[config.mk]
export PLATFORM = sky130hd
export DESIGN_NAME = uart_apb_console_master
export DESIGN_NICKNAME = d
export VERILOG_FILES = /design/src/rtl/uart_apb_pkg.sv /design/src/rtl/uart_apb_console_master_fifo.sv /design/src/rtl/uart_apb_console_master.sv
export SDC_FILE = /design/constraint.sdc
export NUM_CORES = 1
export LEC_CHECK = 0
export CAP_MARGIN = 20
export CORE_MARGIN = 1
export CORE_UTILIZATION = 54
export CTS_CLUSTER_SIZE = 30
export DETAILED_ROUTE_END_ITERATION = 6
export PLACE_DENSITY = 0.8
export SYNTH_ARGS = -nofsm -noshare
export SYNTH_HDL_FRONTEND = slang
export SYNTH_SLANG_ARGS = --single-unit
[constraint.sdc]
create_clock -name clock -period 4.05 [get_ports clock]
set_input_delay 0.405 -clock clock [delete_from_list [all_inputs] [get_ports clock]]
set_output_delay 0.405 -clock clock [all_outputs]
set_load 0.05 [all_outputs]
[src/rtl/uart_apb_pkg.sv]
// Shared constants for the UART16550 APB console master: register map,
// LSR bit positions and the master's FSM/bus-phase encodings.
package uart_apb_pkg;

    localparam logic [2:0] OFF_RBR_THR = 3'd0;
    localparam logic [2:0] OFF_DLL     = 3'd0;
    localparam logic [2:0] OFF_IER_DLM = 3'd1;
    localparam logic [2:0] OFF_FCR     = 3'd2;
    localparam logic [2:0] OFF_LCR     = 3'd3;
    localparam logic [2:0] OFF_LSR     = 3'd5;

    localparam int LSR_DR   = 0;
    localparam int LSR_THRE = 5;

    localparam logic [7:0] LCR_DLAB = 8'h80;

    typedef logic [2:0] state_t;
    localparam state_t ST_INIT   = 3'd0;
    localparam state_t ST_IDLE   = 3'd1;
    localparam state_t ST_LSR_RD = 3'd2;
    localparam state_t ST_RBR_RD = 3'd3;
    localparam state_t ST_THR_WR = 3'd4;

    typedef enum logic [1:0] {
        PH_IDLE   = 2'd0,
        PH_SETUP  = 2'd1,
        PH_ACCESS = 2'd2
    } phase_t;

endpackage

[src/rtl/uart_apb_console_master_fifo.sv]
// Small synchronous FIFO buffering console bytes until the UART has room.
module byte_sync_fifo #(
    parameter int WIDTH = 8,
    parameter int DEPTH = 16
) (
    input  logic                     clock,
    input  logic                     reset,
    input  logic                     push,
    input  logic                     pop,
    input  logic [WIDTH-1:0]         din,
    output logic [WIDTH-1:0]         head,
    output logic                     full,
    output logic                     empty,
    output logic [$clog2(DEPTH):0]   count
);

    localparam int AW = $clog2(DEPTH);

    logic [WIDTH-1:0] mem [DEPTH];
    logic [AW-1:0]    wr_ptr;
    logic [AW-1:0]    rd_ptr;
    logic             do_push;
    logic             do_pop;

    assign full    = (count == (AW+1)'(DEPTH));
    assign empty   = (count == '0);
    assign do_push = push && !full;
    assign do_pop  = pop && !empty;
    assign head    = mem[rd_ptr];

    // Pointers rely on DEPTH being a power of two to wrap naturally.
    always_ff @(posedge clock) begin
        if (!reset) begin
            wr_ptr <= '0;
            rd_ptr <= '0;
            count  <= '0;
        end else begin
            if (do_push) wr_ptr <= wr_ptr + 1'b1;
            if (do_pop)  rd_ptr <= rd_ptr + 1'b1;
            case ({do_push, do_pop})
                2'b10:   count <= count + 1'b1;
                2'b01:   count <= count - 1'b1;
                default: count <= count;
            endcase
        end
    end

    always_ff @(posedge clock) begin
        if (do_push) mem[wr_ptr] <= din;
    end

endmodule

[src/rtl/uart_apb_console_master.sv]
// APB master that initialises a UART16550 and then polls LSR to move bytes
// between a local TX FIFO, THR, RBR and a valid/ready RX stream.
module uart_apb_console_master
    import uart_apb_pkg::*;
#(
    parameter logic [31:0] UART_BASE = 32'h1000_0000,
    parameter logic [15:0] DIVISOR   = 16'd1,
    parameter logic [7:0]  LCR_VAL   = 8'h03,
    parameter logic [7:0]  FCR_VAL   = 8'h07,
    parameter int          TX_DEPTH  = 16,
    parameter int          BURST_MAX = 16
) (
    input  logic        clock,
    input  logic        reset,
    input  logic        tx_valid,
    output logic        tx_ready,
    input  logic [7:0]  tx_data,
    output logic        rx_valid,
    input  logic        rx_ready,
    output logic [7:0]  rx_data,
    output logic        init_done,
    output logic        err,
    output logic        out_psel,
    output logic        out_penable,
    output logic [2:0]  out_pprot,
    output logic [31:0] out_paddr,
    output logic        out_pwrite,
    output logic [31:0] out_pwdata,
    output logic [3:0]  out_pstrb,
    input  logic        out_pready,
    input  logic [31:0] out_prdata,
    input  logic        out_pslverr
);

    localparam int CW = $clog2(TX_DEPTH) + 1;

    state_t        state, nxt_state;
    phase_t        phase, nxt_phase;
    logic [2:0]    init_step, init_step_n;
    logic [CW-1:0] burst, fifo_count;
    logic          run;
    logic [31:0]   paddr_q, pwdata_q;
    logic [3:0]    pstrb_q;
    logic          pwrite_q;
    logic          fifo_full, fifo_empty, push, pop;
    logic [7:0]    fifo_head, rd_byte, nxt_byte;
    logic          launch, nxt_write, rx_load, init_fin, burst_load, done;
    logic [2:0]    nxt_off;
    logic [31:0]   nxt_addr;

    function automatic logic [2:0] init_off(input logic [2:0] step);
        case (step)
            3'd0:    return OFF_LCR;
            3'd1:    return OFF_DLL;
            3'd2:    return OFF_IER_DLM;
            3'd3:    return OFF_LCR;
            default: return OFF_FCR;
        endcase
    endfunction

    function automatic logic [7:0] init_byte(input logic [2:0] step);
        case (step)
            3'd0:    return LCR_DLAB | LCR_VAL;
            3'd1:    return DIVISOR[7:0];
            3'd2:    return DIVISOR[15:8];
            3'd3:    return LCR_VAL;
            default: return FCR_VAL;
        endcase
    endfunction

    byte_sync_fifo #(.WIDTH(8), .DEPTH(TX_DEPTH)) u_tx_fifo (
        .clock (clock),
        .reset (reset),
        .push  (push),
        .pop   (pop),
        .din   (tx_data),
        .head  (fifo_head),
        .full  (fifo_full),
        .empty (fifo_empty),
        .count (fifo_count)
    );

    assign tx_ready    = run && !fifo_full;
    assign push        = tx_valid && tx_ready;
    assign init_step_n = init_step + 3'd1;
    assign done        = (phase == PH_ACCESS) && out_pready;
    assign rd_byte     = 8'(out_prdata >> {paddr_q[1:0], 3'b000});
    assign nxt_addr    = UART_BASE + {29'd0, nxt_off};

    assign out_psel    = (phase != PH_IDLE);
    assign out_penable = (phase == PH_ACCESS);
    assign out_pprot   = 3'b000;
    assign out_paddr   = paddr_q;
    assign out_pwrite  = pwrite_q;
    assign out_pstrb   = pstrb_q;
    // THR data comes straight from the FIFO head, which only moves on a completion.
    assign out_pwdata  = (state == ST_THR_WR) ? {4{fifo_head}} : pwdata_q;

    always_comb begin
        launch     = 1'b0;
        nxt_state  = state;
        nxt_off    = OFF_LSR;
        nxt_write  = 1'b0;
        nxt_byte   = 8'h00;
        pop        = 1'b0;
        rx_load    = 1'b0;
        init_fin   = 1'b0;
        burst_load = 1'b0;
        if (phase == PH_IDLE) begin
            if (state == ST_INIT) begin
                launch    = 1'b1;
                nxt_write = 1'b1;
                nxt_off   = init_off(init_step);
                nxt_byte  = init_byte(init_step);
            end else if (state == ST_IDLE && (!rx_valid || !fifo_empty)) begin
                launch    = 1'b1;
                nxt_state = ST_LSR_RD;
            end
        end else if (done) begin
            case (state)
                ST_INIT: begin
                    if (init_step == 3'd4) begin
                        init_fin  = 1'b1;
                        nxt_state = ST_IDLE;
                    end else begin
                        launch    = 1'b1;
                        nxt_write = 1'b1;
                        nxt_off   = init_off(init_step_n);
                        nxt_byte  = init_byte(init_step_n);
                    end
                end
                ST_LSR_RD: begin
                    // A waiting received byte always wins over transmit.
                    if (rd_byte[LSR_DR] && !rx_valid) begin
                        launch    = 1'b1;
                        nxt_off   = OFF_RBR_THR;
                        nxt_state = ST_RBR_RD;
                    end else if (rd_byte[LSR_THRE] && !fifo_empty) begin
                        launch     = 1'b1;
                        nxt_write  = 1'b1;
                        nxt_off    = OFF_RBR_THR;
                        nxt_state  = ST_THR_WR;
                        burst_load = 1'b1;
                    end else begin
                        nxt_state = ST_IDLE;
                    end
                end
                ST_RBR_RD: begin
                    rx_load   = 1'b1;
                    nxt_state = ST_IDLE;
                end
                ST_THR_WR: begin
                    pop = 1'b1;
                    if (burst == CW'(1)) begin
                        nxt_state = ST_IDLE;
                    end else begin
                        launch    = 1'b1;
                        nxt_write = 1'b1;
                        nxt_off   = OFF_RBR_THR;
                    end
                end
                default: nxt_state = ST_IDLE;
            endcase
        end

        if (launch)                                 nxt_phase = PH_SETUP;
        else if (phase == PH_SETUP)                 nxt_phase = PH_ACCESS;
        else if (phase == PH_ACCESS && !out_pready) nxt_phase = PH_ACCESS;
        else                                        nxt_phase = PH_IDLE;
    end

    always_ff @(posedge clock) begin
        if (!reset) begin
            state     <= ST_INIT;
            phase     <= PH_IDLE;
            init_step <= 3'd0;
            burst     <= '0;
            run       <= 1'b0;
            paddr_q   <= '0;
            pwdata_q  <= '0;
            pstrb_q   <= '0;
            pwrite_q  <= 1'b0;
            rx_valid  <= 1'b0;
            rx_data   <= 8'h00;
            init_done <= 1'b0;
            err       <= 1'b0;
        end else begin
            run   <= 1'b1;
            state <= nxt_state;
            phase <= nxt_phase;
            if (launch) begin
                paddr_q  <= nxt_addr;
                pwrite_q <= nxt_write;
                pwdata_q <= {4{nxt_byte}};
                pstrb_q  <= nxt_write ? (4'b0001 << nxt_addr[1:0]) : 4'b0000;
            end
            if (done && state == ST_INIT) init_step <= init_step_n;
            if (init_fin)                 init_done <= 1'b1;
            if (done && out_pslverr)      err <= 1'b1;
            if (burst_load)
                burst <= (int'(fifo_count) > BURST_MAX) ? CW'(BURST_MAX) : fifo_count;
            else if (pop)
                burst <= burst - CW'(1);
            if (rx_load) begin
                rx_valid <= 1'b1;
                rx_data  <= rd_byte;
            end else if (rx_valid && rx_ready) begin
                rx_valid <= 1'b0;
            end
        end
    end

endmodule

# Word level (Yosys, flattened, before mapping)
# Memory sizes are Yosys's and may differ from the RTL's. A register that Yosys moved wholly into a read port is not among the register bits.
# Cells that the tools add are included.
# classes
add_sub_neg,7
magnitude_cmp,1
eq_ne,21
n_shift,2
muxes,69
bitwise_logic,1
n_reduce_logical,31
# op_table
operator,count
$pmux W8 S4,2
$mux W3,15
$mux W8,5
$mux W32,1
$shr A32 B5 Y8,1
$mux W1,31
$add A29 B3 Y30 const A,1
$eq A3 B2 Y1 const B,6
$pmux W3 S3,2
$mux W5,3
$logic_and A1 B1 Y1,12
$mux W4,3
$pmux W2 S3,2
$pmux W5 S2,1
$reduce_bool A2 Y1,5
$sub A5 B1 Y5 const B,2
$eq A3 B1 Y1 const B,3
$logic_not A3 Y1,3
$add A4 B1 Y4 const B,2
$eq A3 B3 Y1 const B,2
$pmux W1 S3,2
$reduce_or A2 Y1,3
$add A5 B1 Y5 const B,1
$eq A5 B1 Y1 const B,1
other kinds (16),23
# word_totals
register_bits,107
ramBits,128
inputBits,46
wordCells,150
memories,1
# mem_list
memory,words,word_bits,read_ports,rd_clocked_by_memory_dff,write_ports,line_no,source
u_tx_fifo.mem,16,8,1,1,1,uart_apb_console_master_fifo.sv:19,logic [WIDTH-1:0] mem [DEPTH];

# Logic depth before layout (Yosys ltp)
# Gate-level depths: netlist of run 1.
# logic_depth
word_depth,11
mapped_depth,12
depth_no_buf,11

# Cells and area by module
# A second synthesis of run 1 with hierarchy kept.
# unflattened
cells_unflattened,609
hier_area_um2,8678.3
# by_module_without_submodules
module,n_inst,cells_each,area_per_inst_um2,seq_area_each_um2
byte_sync_fifo,1,307,5967.0,4184.0
uart_apb_console_master,1,302,2711.4,760.7

# Worst setup path before layout of run 1
# No wires, ideal clock.
# synth_path
kind,register to register
startpoint,reg state[0]
endpoint,reg u_tx_fifo.count[4]
setup_time_ns,0.071
t_arrival_ns,2.919
required_ns,3.979
path_slack_ns,1.060
path_stages_with_launch,12
n_path_buf,1
cell_sequence,dfxtp_1 -> buf_2 -> or3b_2 -> a211oi_2 -> ha_1 -> inv_1 -> fa_1 -> nor2b_1 -> o21ai_0 -> and3_1 -> or4_1 -> a21oi_1
# synth_via
elab_chain_len,7
# synth_rtl
element,line_no,source
from (decl),uart_apb_console_master.sv:37,"state_t state, nxt_state;"
from (signal assigned),uart_apb_console_master.sv:189,state <= nxt_state;
$eq A3 B3 Y1 (*),uart_apb_console_master.sv:120,case (state)
$mux W1 (*),uart_apb_console_master.sv:120,
$mux W1 (*),uart_apb_console_master.sv:119,end else if (done) begin
$mux W1 (*),uart_apb_console_master.sv:109,if (phase == PH_IDLE) begin
$logic_and A1 B1 Y1 (*),uart_apb_console_master_fifo.sv:28,assign do_pop = pop && !empty;
net u_tx_fifo.do_pop,uart_apb_console_master_fifo.sv:23,logic do_pop;
$eq A2 B1 Y1 or $eq A2 B2 Y1 (tied branches),uart_apb_console_master_fifo.sv:40,"case ({do_push, do_pop})"
$pmux W5 S2 or $reduce_bool A2 Y1 (tied branches),-,
to (signal assigned),uart_apb_console_master_fifo.sv:41,2'b10: count <= count + 1'b1;
to (signal assigned),uart_apb_console_master_fifo.sv:42,2'b01: count <= count - 1'b1;
to (signal assigned),uart_apb_console_master_fifo.sv:43,default: count <= count;
to (decl),uart_apb_console_master_fifo.sv:14,output logic [$clog2(DEPTH):0] count
# Mark *: on every way through the listed nets, which the timed path passes. The rest lies on a longest branch.
# A chain may end at the register's enable or synchronous reset.

==> results of run 1 <==
-- cells by family (layout without fill, tap and decap cells) --
group,Yosys count,after routing,synth area share (%)
and+or+nand+nor,118,118,7.65
other,1,31,0.0445
xor gates and xnor gates,12,12,1.25
DFF,183,183,58.7
muxes,62,62,14.6
adders and majority gates,19,19,2.91
AOI/OAI and AO/OA,71,71,6.82
buffers and inverters,104,162,8.04
-- per-layer routing --
layer | wire [um] | share of wire, % | up-vias | GRT usage (%)
li1 | - | - | 2220 | -
met1 | 7140 | 41 | 2509 | 29.3
met2 | 8910 | 51 | 193 | 39.2
met3 | 930 | 5.4 | 31 | 4.60
met4 | 323 | 1.9 | 0 | 8.47
met5 | 0 | 0 | - | 0
-- sequential cells by signal (all words and copies together), names as in the netlist, 5 cells and up, named ones only --
signal and cells:
u_tx_fifo.count 5, burst 5, u_tx_fifo.mem 128, rx_data 8
-- where the power goes --
| part | total (mW) | leakage [nW] | switching (mW) | internal [mW] |
|---|---|---|---|---|
| Clock | 1.63 | 0.285 | 0.750 | 0.877 |
| Sequential | 2.05 | 1.60 | 0.0287 | 2.02 |
| Combinational | 0.448 | 1.44 | 0.285 | 0.164 |
-- worst max-delay path, delay by kind of cell (launching register included) --
kind | cells | cell delay (ps)
buffers and inverters | 2 | 970
DFF | 1 | 530
muxes | 3 | 1360
-- cells in the mapped netlist, types with 3 or more instances --
| cell | number | share of area [%] |
|---|---|---|
| a211oi_1 | 3 | 0.27 |
| a21oi_1 | 17 | 1.0 |
| a32o_1 | 5 | 0.59 |
| and3_1 | 3 | 0.22 |
| buf_1 | 3 | 0.13 |
| buf_2 | 4 | 0.24 |
| buf_4 | 58 | 5.2 |
| buf_6 | 5 | 0.67 |
| clkbuf_1 | 11 | 0.49 |
| dfxtp_1 | 55 | 13 |
| edfxtp_1 | 128 | 46 |
| ha_1 | 18 | 2.7 |
| inv_1 | 20 | 0.89 |
| mux2_2 | 4 | 0.53 |
| mux2i_1 | 10 | 1.2 |
| mux4_2 | 48 | 13 |
| nand2_1 | 12 | 0.53 |
| nand3_1 | 5 | 0.30 |
| nor2_1 | 50 | 2.2 |
| nor2b_1 | 10 | 0.74 |
| nor3_1 | 10 | 0.59 |
| nor3b_1 | 3 | 0.27 |
| nor4_1 | 3 | 0.22 |
| o211a_1 | 3 | 0.36 |
| o21a_1 | 4 | 0.36 |
| o21ai_0 | 7 | 0.42 |
| o2bb2ai_1 | 4 | 0.42 |
| o31ai_1 | 3 | 0.27 |
| xnor2_1 | 7 | 0.73 |
| xor2_1 | 5 | 0.52 |
-- through the flow --
| step | std cells | util (%) | hold slack (ps) |
|---|---|---|---|
| floorplan | 600 | - | 427 |
| global placement | 814 | 60.9 | 435 |
| finish | 846 | 64.8 | 454 |
| global route | 846 | 64.8 | 489 |
| CTS | 846 | 64.8 | 456 |
| detailed placement | 814 | 60.9 | 440 |
-- layout make-up --
type | instances | area (um^2)
Timing Repair Buffer | 110 | 1090
Sequential cell | 183 | 4950
Tap cell | 188 | 235
Inverter | 20 | 75.1
Clock buffer | 18 | 429
Clock inverter | 14 | 158
Fill cell | 1073 | 5350
Multi-Input combinational cell | 313 | 2920
-- how the worst max path moves through the flow --
stage	depth (start not counted)	slack, ps	startpoint	to
global route	10	70	state[2]	u_tx_fifo.count[4]
floorplan	11	1060	state[0]	u_tx_fifo.count[4]
CTS	5	290	flip-flop	out_pwdata[8]
finish	5	340	flip-flop	out_pwdata[8]
global placement	10	640	state[2]	u_tx_fifo.count[4]
detailed placement	10	470	state[2]	u_tx_fifo.count[4]
==> results.json, run 1 <==
{
  "pin_count": 132,
  "rows": 45,
  "hpwl_um": 11600,
  "numCtsBuffers": 17,
  "cpMaxStageDelayCell": "clkdlybuf4s50_1",
  "slew_headroom_pct": 42.4,
  "dr.pass1.iters": 5,
  "clk-insertion-delay-late_ps": 430,
  "startpoint_type": "flip-flop",
  "hold_buffers": 0,
  "total_power_mw": 4.13,
  "first_global_vias": 4829,
  "holdCritStartpoint": "out_pwrite",
  "hold_path.class": "reg -> reg",
  "finalClockSkew_ps": 10.1,
  "drc": 0,
  "cts_setup_buffers": 0,
  "fmax_mhz": 270,
  "setup-tns-final_ps": 0,
  "grt_max_degree": 33,
  "leakagePower_nw": 3.32,
  "syn_avg_cell_area_um2": 14.8,
  "power_per_cell_area_nw_per_um2": 419,
  "die_y_um": 127,
  "drive_gt1_share_pct": 17.6,
  "ys_seq_elements": 183,
  "area_growth_pct": 17.0,
  "tightest_slew_ps": 861,
  "gp_congestion": 0.891,
  "final_nets": 710,
  "core_region_area_um2": 15200,
  "hold_path_end": "out_pwrite",
  "clk_pin_slew_worst_paths_ps": 70,
  "crit_type": "reg -> out",
  "worstReg2RegStart": "state[2]",
  "die-width_um": 127,
  "grt_pass1_wl_um": 27100,
  "crit_fanout": 9,
  "cts_root_buf": "clkbuf_16",
  "netlist_area_um2": 8420,
  "synth-edff-count": 128,
  "regToRegSetupSlack_ps": 370,
  "hold_violations": 0,
  "antenna_found_initial": 0,
  "synth_cell_type_count": 72,
  "fin_crit_sh_pct": 91.5,
  "postPlaceCellArea_um2": 9260,
  "ys_async_sr_fraction_pct": 0,
  "die_area_um2": 16100,
  "final_cell_mix": "edfxtp_1 (128), clkdlybuf4s50_1 (100), dfxtp_1 (54), nor2_1 (50), mux4_2 (48)",
  "diodes": 0,
  "worstPathArrival_ps": 3300,
  "final_area_um2": 9850,
  "maxCapViolations": 0,
  "worstSetupEndpointType": "output pin",
  "vias_per_cell": 5.85,
  "ctsLongestPathBuffers": 2,
  "holdPathStages": 1,
  "wl_um": 17300,
  "wire_per_inst_um": 20.4,
  "postRouteAntennaNets": 0,
  "cts_tree": "done",
  "r2r_end": "u_tx_fifo.count[4]",
  "path_cells": "buf_4 > mux4_2 > mux4_2 > mux2_2 > clkdlybuf4s50_1",
  "initial_utilization_pct": 55.4,
  "fin_ws_ps": 344,
  "grt-ovfl-total": 0,
  "status": "completed",
  "numPortBuffers": 100,
  "setup_viol": 0,
  "num_vias": 4953,
  "peakVddDrop_uv": 408,
  "yosysWarnings": 0,
  "critPathMostFrequentCell": "mux4_2",
  "worst-r2r-cell-count": 10,
  "yosysSeqAreaShare_pct": 58.7,
  "cpPeakStageDelay_ps": 710,
  "cts.sink_count": 183,
  "synth_ff_type": "edfxtp_1",
  "synthCells": 570,
  "drv_slew": 0,
  "grt_use_total_pct": 23.0,
  "crit_required_ps": 3640,
  "pre_cts_slack_ps": 468,
  "grt_setup_unrepaired": "no",
  "drtIter0Drc": 394,
  "final_common_cell": "edfxtp_1",
  "ctsResizeCount": 0,
  "htreeDepth": 4,
  "timing.final.crit_period_ps": 3710
}
Note: power is estimated with default switching activity, not from simulation.
==> inputs of run 2 (changes only) <==
--- a/config.mk
+++ b/config.mk
@@ -11,6 +11,7 @@
 export CTS_CLUSTER_SIZE = 30
 export DETAILED_ROUTE_END_ITERATION = 6
 export PLACE_DENSITY = 0.8
+export SLEW_MARGIN = 40
 export SYNTH_ARGS = -nofsm -noshare
 export SYNTH_HDL_FRONTEND = slang
 export SYNTH_SLANG_ARGS = --single-unit
==> constraint.sdc (replaced) <==
create_clock -name clock -period 4.05 [get_ports clock]
set_input_delay 0.405 -clock clock [delete_from_list [all_inputs] [get_ports clock]]
set_output_delay 0.405 -clock clock [all_outputs]
set_load 0.005 [all_outputs]
==> results.json, run 2 (synthesis results as in run 1) <==
{
  "status": "completed",
  "first_global_vias": 4909,
  "crit_required_ps": 4420,
  "clkPwrFrac_pct": 42.6,
  "initial_utilization_pct": 55.4,
  "peakVddDrop_uv": 395,
  "worstPathArrival_ps": 3990,
  "htreeDepth": 4,
  "final_nets": 709,
  "fin_ws_ps": 429,
  "maxCapViolations": 0,
  "grt-ovfl-total": 0,
  "fin_crit_sh_pct": 89.4,
  "grt_use_total_pct": 22.5,
  "pre_cts_slack_ps": 454,
  "hold_path.class": "reg -> reg",
  "crit_type": "reg -> reg",
  "worstSetupEndpointType": "flip-flop",
  "setup_viol": 0,
  "internal_power_mw": 3.14,
  "rows": 45,
  "numPortBuffers": 100,
  "hpwl_um": 11500,
  "die_area_um2": 16100,
  "postRouteAntennaNets": 0,
  "dr.pass1.iters": 5,
  "hold_violations": 0,
  "cts.sink_count": 183,
  "ctsLongestPathBuffers": 2,
  "swShare_pct": 23.1,
  "crit_fanout": 15,
  "clk_pin_slew_worst_paths_ps": 70,
  "die_y_um": 127,
  "cts_setup_buffers": 0,
  "setup-tns-final_ps": 0,
  "final_common_cell": "edfxtp_1",
  "largest-register": "u_tx_fifo.mem",
  "grt_max_degree": 33,
  "ctsResizeCount": 0,
  "numCtsBuffers": 17,
  "drc": 0,
  "fin_worst_hold_slack_ps": 454,
  "core_region_area_um2": 15200,
  "power_per_cell_area_nw_per_um2": 413,
  "finalClockSkew_ps": 9.49,
  "cts_tree": "done",
  "startpoint_type": "flip-flop",
  "leakagePower_nw": 3.33,
  "num_vias": 4966,
  "comb_power_share_pct": 7.1,
  "area_growth_pct": 17.4,
  "path_cells": "or3b_2 > a211oi_2 > ha_1 > inv_1 > fa_1 > nor2b_1 > o21ai_0 > and3_1 > or4_1 > a21oi_1",
  "pin_count": 132,
  "diodes": 0,
  "drv_slew": 0,
  "seq_power_share_pct": 50.2,
  "drtIter0Drc": 333,
  "antenna_found_initial": 0,
  "power_switching_mw": 0.944,
  "slew_headroom_pct": 45.5,
  "cts_root_buf": "clkbuf_16",
  "hold_buffers": 0,
  "fill_cells": 1037,
  "wire_per_inst_um": 20.0,
  "vias_per_cell": 5.88,
  "grt_pass1_wl_um": 26800,
  "largest_register_ffs": 128,
  "drive_gt1_share_pct": 18.4,
  "clk-insertion-delay-late_ps": 440,
  "fmax_mhz": 276,
  "final_cell_mix": "edfxtp_1 (128), clkdlybuf4s50_1 (100), dfxtp_1 (54), mux4_2 (48), nor2_1 (46)",
  "postLayoutCoreUtil_pct": 65.1,
  "timing.final.crit_period_ps": 3620,
  "cpMaxStageDelayCell": "or3b_2",
  "cpPeakStageDelay_ps": 650,
  "grt_setup_unrepaired": "no",
  "gp_congestion": 0.856,
  "die-width_um": 127,
  "top_regs": "u_tx_fifo.mem: 128 flops, rx_data: 8 flops",
  "wl_um": 16900,
  "tightest_slew_ps": 814
}
[run 2: routing by layer]
layer	up-vias	global-route usage, %	wire length [um]
li1	2227	-	-
met1	2491	26.6	6750
met2	207	39.4	8860
met3	41	4.93	877
met4	0	10.1	383
met5	-	0	0
[run 2: power groups by stage]
stage	sequential, mW	combinational [mW]	clock, mW
4_1_cts	2.05	0.290	1.75
5_1_grt	2.06	0.316	1.83
3_3_place_gp	2.09	0.280	0
2_1_floorplan	2.08	0.199	0
3_5_place_dp	2.09	0.288	0
6_report	2.05	0.291	1.74
[run 2: worst max-delay path: cells and delay by family (launching register included)]
family,cells,cell delay [ps]
and+or+nand+nor,4,1420
AOI/OAI and AO/OA,3,700
buffers and inverters,1,90
DFF,1,620
adders and majority gates,2,710
[run 2: cell type report]
class	instances	area (um^2)	area share, %
clock inverters	15	199	2.01
well taps	188	235	2.38
inverters	20	75.1	0.759
clock buffers	17	425	4.30
multi-input cells	313	2930	29.6
flip-flops and latches	183	4950	50.0
repair buffers	109	1080	10.9
[run 2: final timing paths]
| path | cells after the start | from | endpoint | slack (ps) |
|---|---|---|---|---|
| min | 2 | err | err | 450 |
| max reg2reg | 10 | state[2] | u_tx_fifo.count[4] | 430 |
| max | 10 | state[2] | u_tx_fifo.count[4] | 430 |
| min reg2reg | 2 | err | err | 450 |
[run 2: metrics by stage]
step	instance area [um^2]	total power, mW	cells
finish	9890	4.08	845
global route	9890	4.20	845
CTS	9880	4.10	845
detailed placement	9260	2.38	813
global placement	9260	2.37	813
floorplan	8530	2.28	600
==> inputs of run 3 (changes only) <==
--- a/config.mk
+++ b/config.mk
@@ -7,10 +7,10 @@
 export LEC_CHECK = 0
 export CAP_MARGIN = 20
 export CORE_MARGIN = 1
-export CORE_UTILIZATION = 54
+export CORE_UTILIZATION = 51
 export CTS_CLUSTER_SIZE = 30
 export DETAILED_ROUTE_END_ITERATION = 6
-export PLACE_DENSITY = 0.8
+export PLACE_DENSITY = 0.76
 export SLEW_MARGIN = 40
 export SYNTH_ARGS = -nofsm -noshare
 export SYNTH_HDL_FRONTEND = slang
==> results.json, run 3 (synthesis results as in run 1) <==
{
  "setup-tns-final_ps": 0,
  "worstPathArrival_ps": 3790,
  "crit_required_ps": 4410,
  "rows": 46,
  "hold_path.class": "reg -> reg",
  "fin_worst_hold_slack_ps": 448,
  "power_per_cell_area_nw_per_um2": 401,
  "fmax_mhz": 292,
  "grt_use_total_pct": 20.9,
  "clk_pin_slew_worst_paths_ps": 60,
  "total_power_mw": 3.96,
  "setup_viol": 0,
  "first_global_vias": 4826,
  "grt_setup_unrepaired": "no",
  "initial_utilization_pct": 52.6,
  "drive_gt1_share_pct": 18.5,
  "drv_slew": 0,
  "hpwl_um": 11400,
  "timing.final.crit_period_ps": 3430,
  "ctsResizeCount": 0,
  "cts_setup_buffers": 0,
  "largest-register": "u_tx_fifo.mem",
  "num_vias": 4871,
  "wl_um": 16600,
  "cts_root_buf": "clkbuf_16",
  "leakagePower_nw": 3.32,
  "worst-r2r-cell-count": 11,
  "slew_headroom_pct": 44.9,
  "final_common_cell": "edfxtp_1",
  "area_growth_pct": 17.5,
  "crit_family": "simple AND/OR/NAND/NOR gates",
  "die-width_um": 130,
  "fin_crit_sh_pct": 84.7,
  "drc": 0,
  "drtIter0Drc": 275,
  "cpPeakStageDelay_ps": 650,
  "numPortBuffers": 100,
  "peakVddDrop_uv": 376,
  "hold_violations": 0,
  "finalClockSkew_ps": 11.3,
  "crit_fanout": 15,
  "wire_per_inst_um": 19.0,
  "antenna_found_initial": 0,
  "cts_tree": "done",
  "startpoint_type": "flip-flop",
  "pin_count": 132,
  "crit_cells": 11,
  "numCtsBuffers": 17,
  "final_cell_mix": "edfxtp_1 (128), clkdlybuf4s50_1 (100), dfxtp_1 (54), mux4_2 (48), nor2_1 (43)",
  "cpMaxStageDelayCell": "or3b_2",
  "grt_max_degree": 34,
  "vias_per_cell": 5.57,
  "hold_buffers": 0,
  "die_y_um": 130,
  "grt_pass1_wl_um": 26000,
  "gp_congestion": 0.875,
  "maxCapViolations": 0,
  "grt-ovfl-total": 0,
  "cts.sink_count": 183,
  "core_region_area_um2": 16000,
  "clk-insertion-delay-late_ps": 430,
  "path_cells": "or3b_2 > a211oi_2 > buf_4 > ha_1 > inv_1 > fa_1 > nor2b_1 > o21ai_0 > and3_1 > or4_1 > a21oi_1",
  "status": "completed",
  "final_nets": 710,
  "ctsLongestPathBuffers": 2,
  "diodes": 0,
  "worstSetupEndpointType": "flip-flop",
  "tightest_slew_ps": 824,
  "largest_register_ffs": 128,
  "dr.pass1.iters": 4,
  "htreeDepth": 4,
  "path_buf_inv": 2,
  "top_regs": "u_tx_fifo.mem: 128 flops, rx_data: 8 flops",
  "crit_type": "reg -> reg",
  "holdPathStages": 2,
  "postRouteAntennaNets": 0,
  "die_area_um2": 17000
}
## run 3: changes by cell type in the layout (fill, tap and decap cells not counted), sizes merged
cell	previous run	this run
clkbuf	17	18
clkinvlp	2	1
clkinv	1	7
inv	30	24
buf	9	10
## run 3: stage by stage
stage                     cells  setup WS, ps  utilization, %  instance area, um^2
after floorplan             600          1060               -                 8530
after global placement      842           741            58.1                 9300
after detailed placement    842           668            58.1                 9300
after CTS                   874           635            61.7                 9880
after global routing        874           385            61.8                 9890
final                       874           620            61.8                 9890
## run 3: final timing paths
check                       endpoint  startpoint  slack (ps)
setup / recovery  u_tx_fifo.count[4]    state[2]         620
hold / removal                   err         err         450
setup reg to reg  u_tx_fifo.count[4]    state[2]         620
hold reg to reg                  err         err         450
## run 3: layout make-up
type | count | area (um^2)
sequential | 183 | 4950
fill | 1186 | 6110
tap | 216 | 270
inverter | 20 | 75.1
clock buffer | 18 | 429
clock inverter | 14 | 149
timing repair buffer | 110 | 1090
multi-input combinational | 313 | 2940
## run 3: tightest hold or removal path, delay by kind of cell, from the launching register on
family,cells,cell delay [ps]
compound gates,1,40
buf+inv,1,50
flops,1,310
## run 3: metal layers
metal	track usage [%]	vias to the layer above	part of all wire, %
met5	0	-	0
li1	-	2227	-
met2	35.7	176	51
met3	3.79	24	5.1
met4	9.20	0	2.0
met1	26.0	2444	42
## run 3: power by group
part	total [mW]	internal, mW	leakage (nW)	switching, mW
Sequential	2.05	2.02	1.60	0.0285
Clock	1.62	0.914	0.282	0.705
Combinational	0.291	0.164	1.44	0.127
